==> config.mk <==
export PLATFORM = sky130hd
export DESIGN_NAME = spi_cmd_slave
export DESIGN_NICKNAME = d
export VERILOG_FILES = /design/src/rtl/spi_cmd_slave.sv
export SDC_FILE = /design/constraint.sdc
export NUM_CORES = 1
export LEC_CHECK = 0
export BUFFER_PORTS_ARGS = -buffer_cell sky130_fd_sc_hd__buf_2
export CORE_UTILIZATION = 51
export CTS_BUF_LIST = sky130_fd_sc_hd__clkbuf_8
export CTS_CLUSTER_SIZE = 8
export DETAILED_ROUTE_END_ITERATION = 10
export PLACE_DENSITY = 0.7
export SYNTH_ARGS = -nofsm -noshare
export SYNTH_HDL_FRONTEND = slang
export SYNTH_SLANG_ARGS = --single-unit
==> constraint.sdc <==
create_clock -name clk -period 2.2 [get_ports clk]
set_clock_uncertainty 0.1 [all_clocks]
set_input_delay 0.44 -clock clk [delete_from_list [all_inputs] [get_ports clk]]
set_output_delay 0.44 -clock clk [all_outputs]
set_load 0.01 [all_outputs]
==> src/rtl/spi_cmd_slave.sv <==
// SPI slave command front-end for the NPU.
// Oversamples sclk/mosi/cs_n in the clk domain, decodes CMD/ADDR/DATA frames
// into register write/read strobes, start pulses and status readback on miso.
module spi_cmd_slave #(
  parameter int ADDR_W = 8,
  parameter int DATA_W = 16,
  parameter bit CPOL   = 1'b0,
  parameter bit CPHA   = 1'b0
) (
  input  logic              clk,
  input  logic              rst_n,
  input  logic              sclk,
  input  logic              mosi,
  input  logic              cs_n,
  output logic              miso,
  output logic              reg_wr_en,
  output logic              reg_rd_en,
  output logic [ADDR_W-1:0] reg_addr,
  output logic [DATA_W-1:0] reg_wdata,
  input  logic [DATA_W-1:0] reg_rdata,
  input  logic              npu_busy,
  input  logic              npu_done,
  output logic              start,
  output logic              frame_err
);

  localparam int F  = 8 + ADDR_W + DATA_W;
  localparam int CW = $clog2(F + 1);
  localparam int TW = ADDR_W + DATA_W;

  localparam logic [CW-1:0] N_CMD  = CW'(7);
  localparam logic [CW-1:0] N_ADDR = CW'(8 + ADDR_W - 1);
  localparam logic [CW-1:0] N_LAST = CW'(F - 1);

  localparam logic [2:0] S_IDLE = 3'd0;
  localparam logic [2:0] S_CMD  = 3'd1;
  localparam logic [2:0] S_ADDR = 3'd2;
  localparam logic [2:0] S_DATA = 3'd3;
  localparam logic [2:0] S_DONE = 3'd4;

  localparam logic [7:0] C_WR    = 8'h01;
  localparam logic [7:0] C_START = 8'h02;
  localparam logic [7:0] C_RD    = 8'h03;
  localparam logic [7:0] C_STAT  = 8'h04;

  // [0],[1] synchronise, [2] is the previous value for edge detect
  logic [2:0] sclk_q, mosi_q, cs_q;

  logic          cs_s, cs_fall, cs_rise;
  logic          sclk_rise, sclk_fall, lead_e, trail_e, samp_e, shift_e;
  logic          mosi_s;
  logic [2:0]    state;
  logic [CW-1:0] cnt;
  logic [F-1:0]  rx, rx_nxt;
  logic [7:0]    cmd;
  logic          tx_en, stat_ld, rd_q, tx_phase;
  logic [TW-1:0] tx;

  // Pin synchronisers; cleared to 0 so a frame in flight at reset release
  // never produces a fake cs_n falling edge.
  always_ff @(posedge clk or negedge rst_n) begin
    if (!rst_n) begin
      sclk_q <= '0;
      mosi_q <= '0;
      cs_q   <= '0;
    end else begin
      sclk_q <= {sclk_q[1:0], sclk};
      mosi_q <= {mosi_q[1:0], mosi};
      cs_q   <= {cs_q[1:0], cs_n};
    end
  end

  // mosi taken from the third stage so it lines up with the edge being seen
  assign mosi_s    = mosi_q[2];
  assign cs_s      = cs_q[1];
  assign cs_fall   = ~cs_q[1] &  cs_q[2];
  assign cs_rise   =  cs_q[1] & ~cs_q[2];
  assign sclk_rise =  sclk_q[1] & ~sclk_q[2];
  assign sclk_fall = ~sclk_q[1] &  sclk_q[2];
  assign lead_e    = CPOL ? sclk_fall : sclk_rise;
  assign trail_e   = CPOL ? sclk_rise : sclk_fall;
  assign samp_e    = (CPHA ? trail_e : lead_e) & ~cs_s;
  assign shift_e   = (CPHA ? lead_e : trail_e) & ~cs_s;
  assign rx_nxt    = {rx[F-2:0], mosi_s};
  assign tx_phase  = (state == S_ADDR) || (state == S_DATA);

  // Frame FSM: bit counting, command decode and the one-cycle strobes
  always_ff @(posedge clk or negedge rst_n) begin
    if (!rst_n) begin
      state     <= S_IDLE;
      cnt       <= '0;
      rx        <= '0;
      cmd       <= '0;
      tx_en     <= 1'b0;
      stat_ld   <= 1'b0;
      reg_wr_en <= 1'b0;
      reg_rd_en <= 1'b0;
      start     <= 1'b0;
      frame_err <= 1'b0;
      reg_addr  <= '0;
      reg_wdata <= '0;
    end else begin
      reg_wr_en <= 1'b0;
      reg_rd_en <= 1'b0;
      start     <= 1'b0;
      frame_err <= 1'b0;
      stat_ld   <= 1'b0;
      if (state != S_IDLE && cs_rise) begin
        // deselect before the last bit aborts the frame; a WRITE is dropped
        if (state != S_DONE) frame_err <= 1'b1;
        state <= S_IDLE;
        tx_en <= 1'b0;
      end else if (state == S_IDLE) begin
        if (cs_fall) begin
          state <= S_CMD;
          cnt   <= '0;
          rx    <= '0;
          cmd   <= '0;
          tx_en <= 1'b0;
        end
      end else if (samp_e && state != S_DONE) begin
        rx  <= rx_nxt;
        cnt <= cnt + CW'(1);
        case (state)
          S_CMD: if (cnt == N_CMD) begin
            cmd <= rx_nxt[7:0];
            case (rx_nxt[7:0])
              C_WR:    state <= S_ADDR;
              C_RD:    begin state <= S_ADDR; tx_en <= 1'b1; end
              C_STAT:  begin state <= S_ADDR; tx_en <= 1'b1; stat_ld <= 1'b1; end
              C_START: begin state <= S_DONE; start <= 1'b1; end
              default: begin state <= S_DONE; frame_err <= 1'b1; end
            endcase
          end
          S_ADDR: if (cnt == N_ADDR) begin
            state <= S_DATA;
            if (cmd == C_RD) begin
              reg_rd_en <= 1'b1;
              reg_addr  <= rx_nxt[ADDR_W-1:0];
            end
          end
          S_DATA: if (cnt == N_LAST) begin
            state <= S_DONE;
            if (cmd == C_WR) begin
              reg_wr_en <= 1'b1;
              reg_addr  <= rx_nxt[DATA_W +: ADDR_W];
              reg_wdata <= rx_nxt[DATA_W-1:0];
            end
          end
          default: ;
        endcase
      end
    end
  end

  // TX shifter spans ADDR+DATA; the ADDR part is zero so those bits shift out 0.
  // READ data lands in the top DATA_W bits because the ADDR shifts are already done.
  always_ff @(posedge clk or negedge rst_n) begin
    if (!rst_n) begin
      tx   <= '0;
      miso <= 1'b0;
      rd_q <= 1'b0;
    end else begin
      rd_q <= reg_rd_en;
      if (stat_ld)
        tx <= TW'({npu_busy, npu_done});
      else if (rd_q)
        tx <= {reg_rdata, {ADDR_W{1'b0}}};
      else if (shift_e && tx_phase)
        tx <= {tx[TW-2:0], 1'b0};
      if (cs_s || !tx_en || state == S_DONE)
        miso <= 1'b0;
      else if (shift_e)
        miso <= tx_phase ? tx[TW-1] : 1'b0;
    end
  end

endmodule

==> metrics.md, run 1 <==
| Metric | Value |
|---|---|
| Status | finished clean |
| Fin crit share | 96.3% |
| Dominant cell type by area after synthesis | dfrtp_1 |
| Crit start category | register |
| Final worst path period need | 2.12 ns |
| Synth Cell Area | around 0.0046 sq mm |
| DR iter-0 viols | between 200 and 250 |
| Final slew viol count | 0 |
| Worst-path maximum fanout | 5 |
| Number of I/O port buffers | 51 |
| Worst setup path endpoint | start |
| Placed inst area | 0.00515 sq mm |
| Grt ovf | 0 |
| Critical path buffers and inverters | 0 |
| Mapped Cells | 437 |
| Worst skew pair latency | about 0.37 ns |
| Antenna cells | 0 |
| # IOs | between 50 and 60 |
| Clock root cell | clkbuf_8 |
| R2r startpoint | sclk_q[1] |
| Routed vias/inst | ~5.6 |
| Synthesized net count | 461 |
| Crit path kind | reg2reg |
| Share of the synthesized area in the top cell type | roughly 57% |
| Final hold vios | 0 |
| Max cap viols | 0 |
| Yosys Warn Count | 0 |
| Nets | 521 |
| Data arrival, critical path | roughly 2.3 ns |
| Setup Buffers After CTS | 0 |
| DRC Markers | 0 |
| WP depth | 4 |
| Hold Crit Depth | 1 |
| Final Cell Area | roughly 0.0054 sq mm |
| GRT Total Usage | about 22% |
| Synth top area cells | dfrtp_1 57%, mux2_2 7.8%, nand2_1 6.4% |
| Most common library cell in the layout ignoring fill and taps | dfrtp_1 |
| Post-DP HPWL | 6.82 mm |
| Hold/Removal Path Class | in2reg |
| Top_reg_cell synth | dfrtp_1 |
| #FFs+latches synth | 105 |
| H-Tree Depth | 3 |
| ANT nets after route | 0 |
| Critical Path Max Stage Delay | 0.52 ns |
| Commonest non-fill, non-tap cells in the layout | 105 x dfrtp_1, 79 x nand2_1, 50 x buf_2 |
| Clock transition at the registers of the reported paths | approximately 0.10 ns |
| CTS sink count | 105 |
| Netlist cell types | 53 |
| Layout cell share with drive strength beyond 1 | approximately 27% |
| Worst reg-to-reg setup slack | about 0.081 ns |
| Crit. End Element | register |
| Slew @ Worst Pin | 0.730 ns |
| Leakage | between 2 and 3 nW |
| Drt total wl | 9.95 mm |
| WP data required | about 2.4 ns |
| Post-synthesis sequential area ratio | between 50% and 60% |
| DR WL/cell | around 16 microns |
| CORE AREA | between 0.008 and 0.009 sq mm |
| Initial core utilization | a little over half |
| Vias in the first global route | about 3400 |
| Slowest CP cell | or4_4 |
| Antenna violations before repair | 0 |
| Die Wd | 97.4 microns |
| Post_cts resized | 0 |
| Post-synth ARST share | 100% |
| TritonCTS clock tree | yes |
| RePlAce Congestion | between 0.9 and 1 |
| Vias | 3437 |
| RSZ-0062 raised after global routing | false |
| CTS buffer count | 9 |
| Peak VDD IR | around 0.58 mV |
| Worst-path cell chain | nor3b_1 -> o21ai_0 -> or4_4 -> nor4b_2 |
| Crit path from | sclk_q[1] |
| Final setup TNS | 0 ns |
| Largest net degree at the start of global routing | 51 |
| Area Overhead vs Synth | 15.7% |
| Max Buffers Root-to-Sink | 2 |
| FMAX | approximately 470 MHz |
| Pwr Density | 926 mW/mm^2 |
| Max-slew headroom | between 50% and 60% |
| Average size of a mapped cell | 10.6 sq um |
| Number of flops mapped to enable cells by yosys | 0 |
| Worst R2R Path Depth | 4 |
| Die Ht | slightly below 100 microns |
| First-pass GRT wire length | around 17 mm |
| Drt pass-1 iters | 4 |
| Die area | around 0.0095 sq mm |
| Core Rows | 34 |
| Worst reg2reg endpoint | start |
| Critical path's top delay family | simple AND/OR/NAND/NOR gates |
| Setup Viol. Count Final | 0 |
==> cell usage after synthesis (all sizes together), types with 2 or more instances <==
cell type,count
o21bai,2
nor2b,5
a2111oi,3
xnor2,3
a21oi,10
mux2i,12
or3,3
nor4b,3
a311oi,16
or3b,2
inv,13
nand2,79
nand3,26
nand4,2
or2,5
a31oi,2
clkbuf,22
buf,5
or4,3
a211oi,2
mux2,32
nor3b,3
o21ai,29
nor4,4
nand2b,4
nor3,4
nor2,25
dfrtp,105
==> cell type report <==
| cell class | instances | area, sq um |
|---|---|---|
| Fill cell | 737 | 3390 |
| Sequential cell | 105 | 2630 |
| Multi-Input combinational cell | 292 | 1850 |
| Timing Repair Buffer | 76 | 498 |
| Tap cell | 108 | 135 |
| Clock buffer | 9 | 124 |
| Clock inverter | 7 | 86.3 |
| Inverter | 13 | 48.8 |
==> state kept, by name, summed over array words and instances (netlist names) <==
register / cells
rx: 23
reg_rd_en: 1
reg_wdata: 16
tx: 24
sclk_q: 3
reg_wr_en: 1
stat_ld: 1
cnt: 6
reg_addr: 8
tx_en: 1
mosi_q: 3
state: 3
rd_q: 1
miso: 1
cs_q: 3
start: 1
frame_err: 1
cmd: 8
==> worst min-delay path by stage <==
stage / start / slack [ns] / end
after floorplan: rst_n / 0.04 / cmd[0]
after global placement: mosi_q[1] / 0.23 / mosi_q[2]
after detailed placement: cs_q[0] / 0.24 / cs_q[1]
after CTS: cs_n / 0.05 / cs_q[0]
after global routing: sclk / 0.04 / sclk_q[0]
final: cs_n / 0.07 / cs_q[0]
==> cell families (layout without fill, tap and decap cells) <==
family / count (synthesis) / in the layout / share of synthesized area, %
buffers and inverters: 40 / 105 / 3.53
adder cells (fa/ha/maj): 1 / 1 / 0.269
AND/OR/NAND/NOR: 170 / 170 / 17.9
AO/OA/AOI/OAI: 74 / 74 / 10.9
multiplexers: 44 / 44 / 10.3
flip-flops: 105 / 105 / 56.6
XOR/XNOR: 3 / 3 / 0.566
==> per-stage QoR <==
step | setup slack (ns) | util, % | cells | power, W | hold slack, ns
after floorplan | 0.228 | - | 437 | 0.00329 | 0.0444
after global placement | 0.180 | 58.8 | 593 | 0.00374 | 0.234
after detailed placement | 0.171 | 58.8 | 593 | 0.00377 | 0.236
after CTS | 0.133 | 61.3 | 610 | 0.00502 | 0.0513
after global routing | 0.0454 | 61.3 | 610 | 0.00528 | 0.0380
final | 0.0812 | 61.3 | 610 | 0.00498 | 0.0696
==> layer usage <==
layer	GRT usage [%]	share of wire (%)	vias to the layer above
met5	0	0	-
met4	5.09	0.53	0
met3	5.54	5.4	8
met2	35.0	47	111
met1	31.4	47	1668
li1	-	-	1650
==> power breakdown <==
group / internal [W] / switching [W] / total (W)
registers: 0.00219 / 0.000157 / 0.00235
logic: 0.000563 / 0.000824 / 0.00139
clock network: 0.000550 / 0.000690 / 0.00124
total: 0.00331 / 0.00167 / 0.00498
==> what timing repair did <==
| action | CTS | global route |
|---|---|---|
| hold buffers | 1 | 0 |
| setup endpoints to repair | 0 | 0 |
| endpoints found under the hold margin | 36 | 0 |
Power figures use the tool's default switching activity.
==> run 2: changes to the inputs <==
Settings changed: ABC_CLOCK_PERIOD_IN_PS from default to 2200, CORE_MARGIN from default to 4, MAX_ROUTING_LAYER from default to met4.
==> run 2 against run 1 <==
Compared with the run above: combinational power hardly changed; critical endpoint unchanged; power is 0.33% lower; largest power group unchanged; highest routed layer unchanged; count of clock-buffer cells in the layout is 1 higher; cell count is 0.16% lower; register-to-register slack better by 0.09 ns; routed wire length is 0.21% higher; fmax is 4.6% higher; clock power hardly changed; sequential power hardly changed; utilization is 0.44 points lower; final area is 0.23% lower.
==> metrics.md, run 2 (synthesized netlist as in run 1, its figures left out) <==
| Metric | Value |
|---|---|
| Final hold vios | 0 (unchanged) |
| Max-slew headroom | 53.3% (+2.5 points) |
| CTS buffer count | 9 (unchanged) |
| Data arrival, critical path | 2.20 ns (-0.09 ns) |
| # IOs | 52 (unchanged) |
| Largest Register | tx |
| Final slew viol count | 0 (unchanged) |
| Met2 wire len | 4.67 mm (-0.19%) |
| Clock root cell | clkbuf_8 |
| Sw Ratio | 33.4% (-0.13 points) |
| Antenna violations before repair | 0 (unchanged) |
| Combinational Power Share | 27.8% (about the same) |
| Nets | 520 (-0.19%) |
| Most common library cell in the layout ignoring fill and taps | dfrtp_1 |
| Count of non-filler cells in the finished layout | 609 (-0.16%) |
| Fin crit share | 92.1% (-4.2 points) |
| Pwr Density | 925 mW/mm^2 (-0.10%) |
| Vias in the first global route | 3347 (-0.42%) |
| Post_cts resized | 0 (unchanged) |
| GRT Total Usage | 20.2% (-2.1 points) |
| R2r startpoint | state[1] |
| Top layer in use | met4 |
| Sw Pwr | 0.00166 W (-0.73%) |
| DR WL met3 | 312 microns (-42%) |
| Leakage | 2.50 nW (-0.15%) |
| Core Rows | 34 (unchanged) |
| DR WL/cell | 16.4 microns (+0.38%) |
| Worst R2R Path Depth | 5 (+1) |
| Worst reg-to-reg setup slack | 0.17 ns (+0.09 ns) |
| Critical Path Max Stage Delay | 0.54 ns (+0.02 ns) |
| RSZ-0062 raised after global routing | false |
| Max cap viols | 0 (unchanged) |
| Setup Viol. Count Final | 0 (unchanged) |
| Grt ovf | 0 (unchanged) |
| Hold/Removal Path Class | in2reg |
| Worst reg2reg endpoint | start |
| Flop pwr share | 47.4% (+0.2 points) |
| Critical path's top delay family | simple AND/OR/NAND/NOR gates |
| ANT nets after route | 0 (unchanged) |
| Clock Power Share | 24.8% (about the same) |
| Status | finished clean |
| Met1 wire length | 4.86 mm (+3.9%) |
| Largest net degree at the start of global routing | 60 (+18%) |
| Die area | 0.0107 sq mm (+13%) |
| Commonest non-fill, non-tap cells in the layout | 105 x dfrtp_1, 79 x nand2_1, 50 x buf_2 |
| First-pass GRT wire length | 16.4 mm (-2.0%) |
| RePlAce Congestion | 0.874 (-4.4%) |
| Drt pass-1 iters | 4 (unchanged) |
| Final setup TNS | 0 ns (unchanged) |
| Die Ht | 103 microns (+6.2%) |
| Crit path from | state[1] |
| Final worst path period need | 2.03 ns (-0.0926 ns) |
| Die Wd | 103 microns (+6.2%) |
| Worst-path maximum fanout | 10 (+5) |
| Area Overhead vs Synth | 15.4% |
| Vias | 3407 (-0.87%) |
| Crit. End Element | register |
| DR iter-0 viols | 129 (-40%) |
| Slowest CP cell | or4_4 |
| DRC Markers | 0 (unchanged) |
| Antenna cells | 0 (unchanged) |
| TritonCTS clock tree | yes |
| FMAX | 494 MHz (+4.6%) |
| Clock transition at the registers of the reported paths | 0.10 ns (about the same) |
| Number of I/O port buffers | 51 (unchanged) |
| Worst skew pair latency | 0.37 ns (about the same) |
| Post-DP HPWL | 6.85 mm (+0.41%) |
| Drt total wl | 9.97 mm (+0.21%) |
| Worst-path cell chain | buf_4 -> nor4_2 -> nand3_1 -> or4_4 -> nor4b_2 |
| WP depth | 5 (+1) |
| Cell Int Power | 0.00330 W (-0.13%) |
| Placed cells | 592 (-0.17%) |
| Max Buffers Root-to-Sink | 2 (unchanged) |
| Routed vias/inst | 5.59 (-0.71%) |
| Crit path kind | reg2reg |
| Largest register FFs | 24 (unchanged) |
| H-Tree Depth | 3 (unchanged) |
| Initial core utilization | 52.8% (-0.26 points) |
| Worst setup path endpoint | start |
| Critical path buffers and inverters | 1 (+1) |
| WP data required | 2.38 ns (about the same) |
| CTS sink count | 105 (unchanged) |
| CORE AREA | 0.00881 sq mm (+0.49%) |
| Crit start category | register |
| Layout cell share with drive strength beyond 1 | 26.9% (-0.34 points) |
| Slew @ Worst Pin | 0.693 ns (-0.0370 ns) |
| Largest registers | tx x24, rx x23, reg_wdata x16 |
| Peak VDD IR | 0.515 mV (-11%) |
-- run 2: worst min-delay path by stage --
stage                     depth (start not counted)  start   endpoint  slack, ns
after floorplan                                   0  rst_n     cmd[0]       0.04
after global placement                            1  rst_n     tx[15]       0.23
after detailed placement                          1  rst_n     tx[15]       0.23
after CTS                                         1   sclk  sclk_q[0]       0.06
after global routing                              1   sclk  sclk_q[0]       0.05
final                                             1   sclk  sclk_q[0]       0.07
-- run 2: per-stage QoR --
stage | hold slack [ns] | cell area, sq um | power [W] | utilization, % | worst slack [ns]
6_report | 0.0693 | 5360 | 0.00496 | 60.9 | 0.174
4_1_cts | 0.0561 | 5360 | 0.00500 | 60.9 | 0.169
2_1_floorplan | 0.0444 | 4650 | 0.00329 | - | 0.228
3_5_place_dp | 0.226 | 5150 | 0.00376 | 58.4 | 0.208
3_3_place_gp | 0.226 | 5150 | 0.00372 | 58.4 | 0.253
5_1_grt | 0.0504 | 5360 | 0.00525 | 60.9 | 0.0178
-- run 2: final cells by class --
type	instances	area (sq um)
Clock inverter	6	67.6
Clock buffer	10	138
Timing Repair Buffer	75	490
Multi-Input combinational cell	292	1850
Sequential cell	105	2630
Inverter	13	48.8
Fill cell	747	3440
Tap cell	108	135
-- run 2: power groups by stage --
stage	logic, W	registers, W	clock network, W
3_5_place_dp	0.00138	0.00239	0
2_1_floorplan	0.000918	0.00237	0
5_1_grt	0.00154	0.00239	0.00133
3_3_place_gp	0.00135	0.00237	0
6_report	0.00138	0.00235	0.00123
4_1_cts	0.00139	0.00235	0.00126
-- run 2: timing repair --
item	CTS	global route
hold buffers	1	0
setup buffers	0	0
hold endpoints to repair	15	0
-- run 2: layer usage --
layer	up-vias	global-route usage, %
met2	67	30.8
met3	13	3.89
met5	-	-
met1	1676	27.6
li1	1651	-
met4	0	5.88
==> run 3: changes to the inputs <==
==> constraint.sdc (replaced) <==
create_clock -name clk -period 2.2 [get_ports clk]
set_clock_uncertainty 0.1 [all_clocks]
set_input_delay 0.55 -clock clk [delete_from_list [all_inputs] [get_ports clk]]
set_output_delay 0.55 -clock clk [all_outputs]
set_load 0.01 [all_outputs]
==> run 3 against run 2 <==
Compared with the run above: routed wire length is 0.85% higher; largest power group unchanged; largest cell class unchanged; register-to-register slack barely moved; sequential share of layout area up 0.14 points; final area decreased by 0.28%; highest routed layer unchanged; combinational power about the same; worst hold slack got worse by 0.031 ns; setup slack improved by 0.0022 ns; count of clock-buffer cells in the layout is 1 lower; first-iteration DRC count grew 8.5%.
==> metrics.md, run 3 (synthesized netlist as in run 1, its figures left out) <==
| Metric | Value |
|---|---|
| Status | finished clean |
| Data arrival, critical path | 2.20 ns (about the same) |
| Critical Path Max Stage Delay | 0.53 ns (about the same) |
| Power, Total | 0.00485 W (-2.3%) |
| Pwr Density | 907 mW/mm^2 (-2.0%) |
| GRT Total Usage | 21.2% (+1.0 points) |
| Fin util | 60.7% (-0.17 points) |
| Core Rows | 34 (unchanged) |
| Peak VDD IR | 0.447 mV (-13%) |
| Crit start category | register |
| FMAX | 494 MHz (+0.11%) |
| Largest registers | tx x24, rx x23, reg_wdata x16 |
| RSZ-0062 raised after global routing | false |
| ANT nets after route | 0 (unchanged) |
| Routed vias/inst | 5.68 (+1.5%) |
| Largest register FFs | 24 (unchanged) |
| Hold/Removal Path Class | in2async |
| CORE AREA | 0.00881 sq mm (unchanged) |
| Final slew viol count | 0 (unchanged) |
| CTS buffer count | 9 (unchanged) |
| Slew @ Worst Pin | 0.656 ns (-0.0374 ns) |
| Commonest non-fill, non-tap cells in the layout | 105 x dfrtp_1, 79 x nand2_1, 50 x buf_2 |
| Die area | 0.0107 sq mm (unchanged) |
| Drt total wl | 10.1 mm (+0.85%) |
| Most common library cell in the layout ignoring fill and taps | dfrtp_1 |
| RePlAce Congestion | 0.930 (+6.5%) |
| Setup Viol. Count Final | 0 (unchanged) |
| Grt ovf | 0 (unchanged) |
| Crit path kind | reg2reg |
| Fin crit share | 92.0% (-0.10 points) |
| Largest net degree at the start of global routing | 51 (-15%) |
| Max Buffers Root-to-Sink | 2 (unchanged) |
| Antenna violations before repair | 0 (unchanged) |
| First-pass GRT wire length | 17.1 mm (+4.3%) |
| Drt pass-1 iters | 4 (unchanged) |
| Leakage | 2.51 nW (about the same) |
| Post-DP HPWL | 6.98 mm (+2.0%) |
| Die Wd | 103 microns (unchanged) |
| Worst reg-to-reg setup slack | 0.18 ns (about the same) |
| DRC Markers | 0 (unchanged) |
| Max cap viols | 0 (unchanged) |
| Placed inst area | 0.00516 sq mm (+0.29%) |
| Worst skew pair latency | 0.37 ns (about the same) |
| DR iter-0 viols | 140 (+8.5%) |
| Final Cell Area | 0.00535 sq mm (-0.28%) |
| Final worst path period need | 2.02 ns (-0.00225 ns) |
| Critical path buffers and inverters | 0 (-1) |
| Final setup TNS | 0 ns (unchanged) |
| Clock root cell | clkbuf_8 |
| Number of I/O port buffers | 51 (unchanged) |
| Max-slew headroom | 56.3% (+3.0 points) |
| Crit. End Element | register |
| TritonCTS clock tree | yes |
| H-Tree Depth | 3 (unchanged) |
| Vias | 3463 (+1.6%) |
| WP data required | 2.38 ns (about the same) |
| Final hold vios | 0 (unchanged) |
| Worst-path cell chain | or3_4 -> or2_0 -> or4_4 -> nor4b_2 |
| CTS sink count | 105 (unchanged) |
| Worst-path maximum fanout | 5 (-5) |
| Post_cts resized | 0 (unchanged) |
| Area Overhead vs Synth | 15.1% |
| # IOs | 52 (unchanged) |
| Die Ht | 103 microns (unchanged) |
| Slowest CP cell | or4_4 |
| Clock transition at the registers of the reported paths | 0.11 ns (about the same) |
| Largest Register | tx |
| Nets | 521 (+0.19%) |
| DR WL/cell | 16.5 microns (+0.69%) |
| Vias in the first global route | 3439 (+2.7%) |
| Initial core utilization | 52.8% (unchanged) |
| Hold_buf cts | 0 (-1) |
| Layout cell share with drive strength beyond 1 | 27.3% (+0.34 points) |
| Antenna cells | 0 (unchanged) |
| Setup Buffers After CTS | 0 (unchanged) |
| Critical path's top delay family | simple AND/OR/NAND/NOR gates |
| Final hold slack | 0.0381 ns (-0.0313 ns) |
-- run 3: changes by cell type in the layout (fill, tap and decap cells not counted), sizes merged --
cell	delta
buf	+2
bufinv	-1
clkbuf	-1
clkinv	-1
clkinvlp	-1
dlygate4sd3	-1
inv	+4
-- run 3: cell type report --
class	instances	area (sq um)
Tap cell	108	135
Sequential cell	105	2630
Inverter	13	48.8
Multi-Input combinational cell	292	1850
Clock inverter	7	61.3
Timing Repair Buffer	76	495
Fill cell	762	3460
Clock buffer	9	124
-- run 3: metal layers --
| layer | wire length [microns] | GRT usage (%) | vias to the layer above |
|---|---|---|---|
| met2 | 4960 | 33.3 | 65 |
| met1 | 4580 | 28.9 | 1726 |
| li1 | - | - | 1662 |
| met3 | 426 | 3.62 | 10 |
| met4 | 91 | 5.38 | 0 |
| met5 | 0 | - | - |
-- run 3: through the flow --
stage,std cells,setup WS (ns)
final,610,0.176
after global routing,610,0.0337
after CTS,610,0.107
after detailed placement,594,0.138
after global placement,594,0.190
after floorplan,437,0.228
-- run 3: power by group --
group          internal (W)  total [W]  switching [W]
registers           0.00219    0.00235       0.000158
clock network      0.000438    0.00114       0.000703
logic              0.000545    0.00135       0.000809
total               0.00318    0.00485        0.00167
-- run 3: path summary, 6_finish.rpt --
kind / startpoint / to / cells past startpoint
max in group asynchronous: rst_n / reg_addr[3] / 2
min in group clk: sclk / sclk_q[0] / 1
hold reg to reg: mosi_q[1] / mosi_q[2] / 0
hold / removal: rst_n / tx[16] / 1
setup reg to reg: rx[5] / start / 4
setup / recovery: rx[5] / start / 4
